===== src/rtl/mult_pkg.sv =====
// Shared constants and types for the shift-and-add multiplier datapath.
package mult_pkg;

    localparam int WIDTH = 32;
    localparam int ITER  = 32;
    localparam int CNT_W = 6;

    localparam logic [5:0]       ALU_ADD    = 6'd27;
    localparam logic [5:0]       ALU_NOP    = 6'd0;
    localparam logic [CNT_W-1:0] LAST_SHIFT = CNT_W'(ITER - 1);

    typedef enum logic [1:0] {
        PH_0 = 2'd0,
        PH_1 = 2'd1,
        PH_2 = 2'd2
    } phase_t;

    function automatic phase_t next_phase(input phase_t p);
        case (p)
            PH_0:    return PH_1;
            PH_1:    return PH_2;
            default: return PH_0;
        endcase
    endfunction

endpackage


===== src/rtl/mult_adder.sv =====
// Combinational WIDTH-bit adder with carry-out feeding the product upper half.
import mult_pkg::*;

module mult_adder (
    input  logic [WIDTH-1:0] a,
    input  logic [WIDTH-1:0] b,
    output logic [WIDTH-1:0] sum,
    output logic             cout
);

    assign {cout, sum} = {1'b0, a} + {1'b0, b};

endmodule


===== src/rtl/mult_datapath.sv =====
// Sequential shift-and-add multiplier datapath; a separate controller issues
// add/store strobes on a three-edge phase rhythm and watches lsb.
import mult_pkg::*;

module mult_datapath (
    input  logic               clk,
    input  logic               rst,
    input  logic               wrctrl,
    input  logic [5:0]         addctrl,
    input  logic               strctrl,
    input  logic [WIDTH-1:0]   multiplicand_in,
    input  logic [WIDTH-1:0]   multiplier_in,
    output logic               lsb,
    output logic [2*WIDTH-1:0] product,
    output logic               busy,
    output logic               done,
    output logic               err
);

    logic [WIDTH-1:0]   mcand_q, mcand_d;
    logic [2*WIDTH-1:0] product_q, product_d;
    logic [WIDTH-1:0]   sum_q, sum_d;
    logic               carry_q, carry_d;
    logic               pend_q, pend_d;
    phase_t             phase_q, phase_d;
    logic [CNT_W-1:0]   shift_cnt_q, shift_cnt_d;
    logic               busy_q, busy_d;
    logic               done_q, done_d;
    logic               err_q, err_d;

    logic [WIDTH-1:0]   add_sum;
    logic               add_cout;
    logic               shift_edge;

    mult_adder u_adder (
        .a    (product_q[2*WIDTH-1:WIDTH]),
        .b    (mcand_q),
        .sum  (add_sum),
        .cout (add_cout)
    );

    assign shift_edge = busy_q && (phase_q == PH_2);

    always_comb begin
        // NOTE: every _d gets its hold value first so no path can infer a latch.
        mcand_d     = mcand_q;
        product_d   = product_q;
        sum_d       = sum_q;
        carry_d     = carry_q;
        pend_d      = pend_q;
        phase_d     = phase_q;
        shift_cnt_d = shift_cnt_q;
        busy_d      = busy_q;
        done_d      = done_q;
        err_d       = err_q;

        if (wrctrl) begin
            // A load (or restart) wins over any strobe on the same edge.
            mcand_d     = multiplicand_in;
            product_d   = {{WIDTH{1'b0}}, multiplier_in};
            sum_d       = '0;
            carry_d     = 1'b0;
            pend_d      = 1'b0;
            phase_d     = PH_0;
            shift_cnt_d = '0;
            busy_d      = 1'b1;
            done_d      = 1'b0;
        end else begin
            if (addctrl != ALU_ADD && addctrl != ALU_NOP)
                err_d = 1'b1;
            if (strctrl && (!shift_edge || !pend_q))
                err_d = 1'b1;
            if (shift_edge && pend_q && !strctrl)
                err_d = 1'b1;

            if (busy_q) begin
                phase_d = next_phase(phase_q);
                if (shift_edge) begin
                    if (strctrl && pend_q)
                        product_d = {carry_q, sum_q, product_q[WIDTH-1:1]};
                    else
                        product_d = {1'b0, product_q[2*WIDTH-1:1]};
                    pend_d      = 1'b0;
                    shift_cnt_d = shift_cnt_q + CNT_W'(1);
                    if (shift_cnt_q == LAST_SHIFT) begin
                        busy_d = 1'b0;
                        done_d = 1'b1;
                    end
                end
                if (addctrl == ALU_ADD) begin
                    sum_d   = add_sum;
                    carry_d = add_cout;
                    pend_d  = 1'b1;
                end
            end
        end
    end

    // NOTE: state registers use non-blocking assignment so all flops update together.
    always_ff @(posedge clk or posedge rst) begin
        if (rst) begin
            mcand_q     <= '0;
            product_q   <= '0;
            sum_q       <= '0;
            carry_q     <= 1'b0;
            pend_q      <= 1'b0;
            phase_q     <= PH_0;
            shift_cnt_q <= '0;
            busy_q      <= 1'b0;
            done_q      <= 1'b0;
            err_q       <= 1'b0;
        end else begin
            mcand_q     <= mcand_d;
            product_q   <= product_d;
            sum_q       <= sum_d;
            carry_q     <= carry_d;
            pend_q      <= pend_d;
            phase_q     <= phase_d;
            shift_cnt_q <= shift_cnt_d;
            busy_q      <= busy_d;
            done_q      <= done_d;
            err_q       <= err_d;
        end
    end

    assign lsb     = product_q[0];
    assign product = product_q;
    assign busy    = busy_q;
    assign done    = done_q;
    assign err     = err_q;

endmodule

===== config.mk =====
export PLATFORM = sky130hd
export DESIGN_NAME = mult_datapath
export DESIGN_NICKNAME = d
export VERILOG_FILES = /design/src/rtl/mult_pkg.sv /design/src/rtl/mult_adder.sv /design/src/rtl/mult_datapath.sv
export SDC_FILE = /design/constraint.sdc
export NUM_CORES = 1
export LEC_CHECK = 0
export ABC_AREA = 0
export CORE_MARGIN = 2
export CORE_UTILIZATION = 55
export CTS_CLUSTER_SIZE = 16
export DETAILED_ROUTE_END_ITERATION = 12
export PLACE_DENSITY_LB_ADDON = 0.05
export SLEW_MARGIN = 40
export SYNTH_ARGS = -nofsm -noshare
export SYNTH_HDL_FRONTEND = slang
export SYNTH_SLANG_ARGS = --single-unit

===== constraint.sdc =====
create_clock -name clk -period 10 [get_ports clk]
set_input_delay 2 -clock clk [delete_from_list [all_inputs] [get_ports clk]]
set_output_delay 2 -clock clk [all_outputs]
set_load 0.01 [all_outputs]

==> results.md <==
* Status: complete, no violations
* ANT nets after route at 0
* Clock power share at 0.415
* GP Congestion at ~0.93
* Num rows at 43
* Worst relative slew slack at 0.464
* Vias/cell at around 6.0
* Net count after synthesis at 925
* Period Utilization, post-route at 0.378
* I/O pin count at 142
* Syn avg cell area at roughly 9.4 sq um
* Most frequent cell after synthesis: dfrtp_1
* Die footprint at about 15000 sq um
* Synth Warn # at 0
* Setup TNS at 0 ns
* Die width at between 100 and 150 um
* Synth Instances at 817
* Die H at about 120 um
* Post-synth top flop: dfrtp_1
* Via count at a little under 7k
* DRT Wirelength at around 20000 um
* Core area at between 10000 and 15000 sq um
* CP Capture Type: flip-flop
* Fin worst setup slack at ~6.2 ns
* Pint at 0.00117 W
* Drt drc at 0
* RSZ-0062 raised after global routing: false
* Arr. time, crit path at 4.05 ns
* Starting Density at 0.558
* Initial antenna violation count at 0
* Final setup fails at 0
* Htree depth at 4
* Synth top area share at 0.460
* Power per cell area at approximately 160 nW/um^2
* Net Sw Frac at 0.270
* Post-synth EDFFs at 0
* CTS resizes at 0
* Layout cells sized above 1 at 0.0890
* Pre-CTS setup slack at around 5.8 ns
* Hold buffers post-CTS at 0
* Synth top cells by count: 141 x dfrtp_1, 138 x nand2_1, 57 x nor2_1
* Worst clock skew at 0.00940 ns
* CTS buffer count at 17
* Required time of the worst setup path at 10.27 ns
* Synth area leaders: dfrtp_1 46%, nand2_1 6.7%, ha_1 5.4%, mux2_2 4.5%, mux2i_1 4.0%
* CTS tree: done
* Post-CTS Setup Inserts at 0
* First-pass detailed-route iteration total at 7
* Global route overflow at 0
* Wire per inst at between 15 and 20 um
* Number of global-route vias before repair at 6744
* Leading area contributor after synthesis: dfrtp_1
* Worst skew pair latency at 0.42 ns
* Cell Area, Synth at roughly 7700 sq um
* Hold Vio Cnt, Final at 0
* Maximum vdd drop at ~0.00012 V
* Post-synthesis register bit count at roughly 140
* Worst hold path class: reg -> reg
* Total of max-cap violations at 0
* CP Max Fanout at 35
* Slew @ Worst Pin at approximately 0.8 ns
* Sw Pwr at around 0.00043 W
* Gate power share at 0.185
* Achievable frequency at between 200 and 300 MHz
* Clock root buffer: clkbuf_16
* Detailed placement HPWL at around 13000 um
* Clk sinks at between 100 and 150
* # diodes at 0
* Static Leakage at roughly 4 nW
* Post-synth ARST share at 1.00
* PortBufs at 141
* Crit path kind: in -> reg
* Filler cells at approximately 1.1k
* Layout Area Growth over Synthesis at 27.9%
* Min Clock Period, post-route at between 3 and 4 ns
* Max Root-Sink Buffers at 2
* Clock slew at reported path FFs at ~0.060 ns
* Seq pwr share at 0.400
* Startpoint types: input pin
* Largest net degree at the start of global routing at 112
* Post-synthesis sequential area ratio at 0.460
* Max-slew violation count at 0
* Distinct cells, synth at 53
* First-pass GRT wire length at 32600 um
* Initial drt markers at ~410
* Tot GR Track Use at 0.277
* Nets at ~1.0k
[cell type report]
cell class	instances	area, sq um	share of cell area
Timing Repair Buffer	149	1480	0.150
Tap cell	180	225	0.0229
Clock inverter	15	198	0.0201
Clock buffer	17	425	0.0433
Multi-Input combinational cell	612	3920	0.399
Inverter	10	45.0	0.00459
Sequential cell	141	3530	0.359
[stage by stage]
stage | total power [W] | hold slack (ns) | area, sq um | cells | utilization
final | 0.00160 | 0.482 | 9820 | 1124 | 0.713
after global routing | 0.00166 | 0.516 | 9820 | 1124 | 0.713
after CTS | 0.00161 | 0.489 | 9820 | 1124 | 0.713
after detailed placement | 0.000941 | 0.472 | 9190 | 1092 | 0.668
after global placement | 0.000931 | 0.462 | 9190 | 1092 | 0.667
after floorplan | 0.000820 | 0.477 | 7680 | 817 | -
[sequential cells by signal (all words and copies together) (netlist names)]
name,cells
mcand_q,32
shift_cnt_q,6
pend_q,1
phase_q,2
busy,1
done,1
err,1
product,64
carry_q,1
sum_q,32
[layout by cell type, fill, tap and decap left out, types with 3 or more instances in the layout]
cell / n
o211ai_1: 6
xor2_1: 9
or4_1: 5
and3_1: 3
dfrtp_1: 141
clkinv_4: 4
clkbuf_16: 17
o21a_1: 7
o21bai_1: 5
o21ai_0: 50
mux2i_1: 31
inv_1: 9
o31a_1: 3
clkdlybuf4s50_1: 140
clkinvlp_4: 3
a31o_2: 3
nand2_1: 138
buf_4: 7
a31oi_1: 5
o31ai_1: 3
nand3_1: 51
ha_1: 33
mux2_2: 31
a211oi_1: 4
clkinv_2: 4
bufinv_16: 4
nor3_1: 9
a21o_1: 13
a311oi_1: 32
xnor2_1: 15
nor2_1: 56
a21oi_1: 55
or3_1: 4
nand4_1: 9
[power by group through the flow]
stage               sequential (W)  clock [W]  combinational [W]
finish                    0.000639   0.000663           0.000295
global route              0.000644   0.000697           0.000323
CTS                       0.000639   0.000671           0.000295
detailed placement        0.000649          0           0.000292
global placement          0.000647          0           0.000284
floorplan                 0.000649          0           0.000171
[worst max-delay path, stage by stage]
cell and delay, ns:
clkdlybuf4s50_1 0.46, buf_4 0.39, nand2_1 0.45, buf_4 0.36, nand2_1 0.09, a21oi_1 0.06
a21oi_1 0.12, o21ai_0 0.09
[cell families after synthesis]
kind of cell / synth area share
and+or+nand+nor: 0.163
AOI/OAI and AO/OA: 0.176
DFF: 0.460
buffers and inverters: 0.0318
muxes: 0.0859
adders and majority gates: 0.0564
xor gates and xnor gates: 0.0274
[final timing paths]
check	from	to	slack (ns)	cells after the start
worst max-delay path	strctrl	product[31]	6.22	8
worst min-delay path	err	err	0.48	1
worst max register to register	product[32]	sum_q[24]	6.40	11
worst min register to register	err	err	0.48	1
max in group asynchronous	rst	sum_q[7]	6.85	3
min in group asynchronous	rst	product[21]	2.10	2
[layer usage]
metal	wire length [um]	track usage	share of wire	up-vias
li1	-	-	-	3181
met1	8410	0.358	0.42	3344
met2	9820	0.454	0.50	211
met3	1260	0.0730	0.063	26
met4	333	0.0934	0.017	0
met5	0	0	0	-
Note: power is estimated with default switching activity, not from simulation.
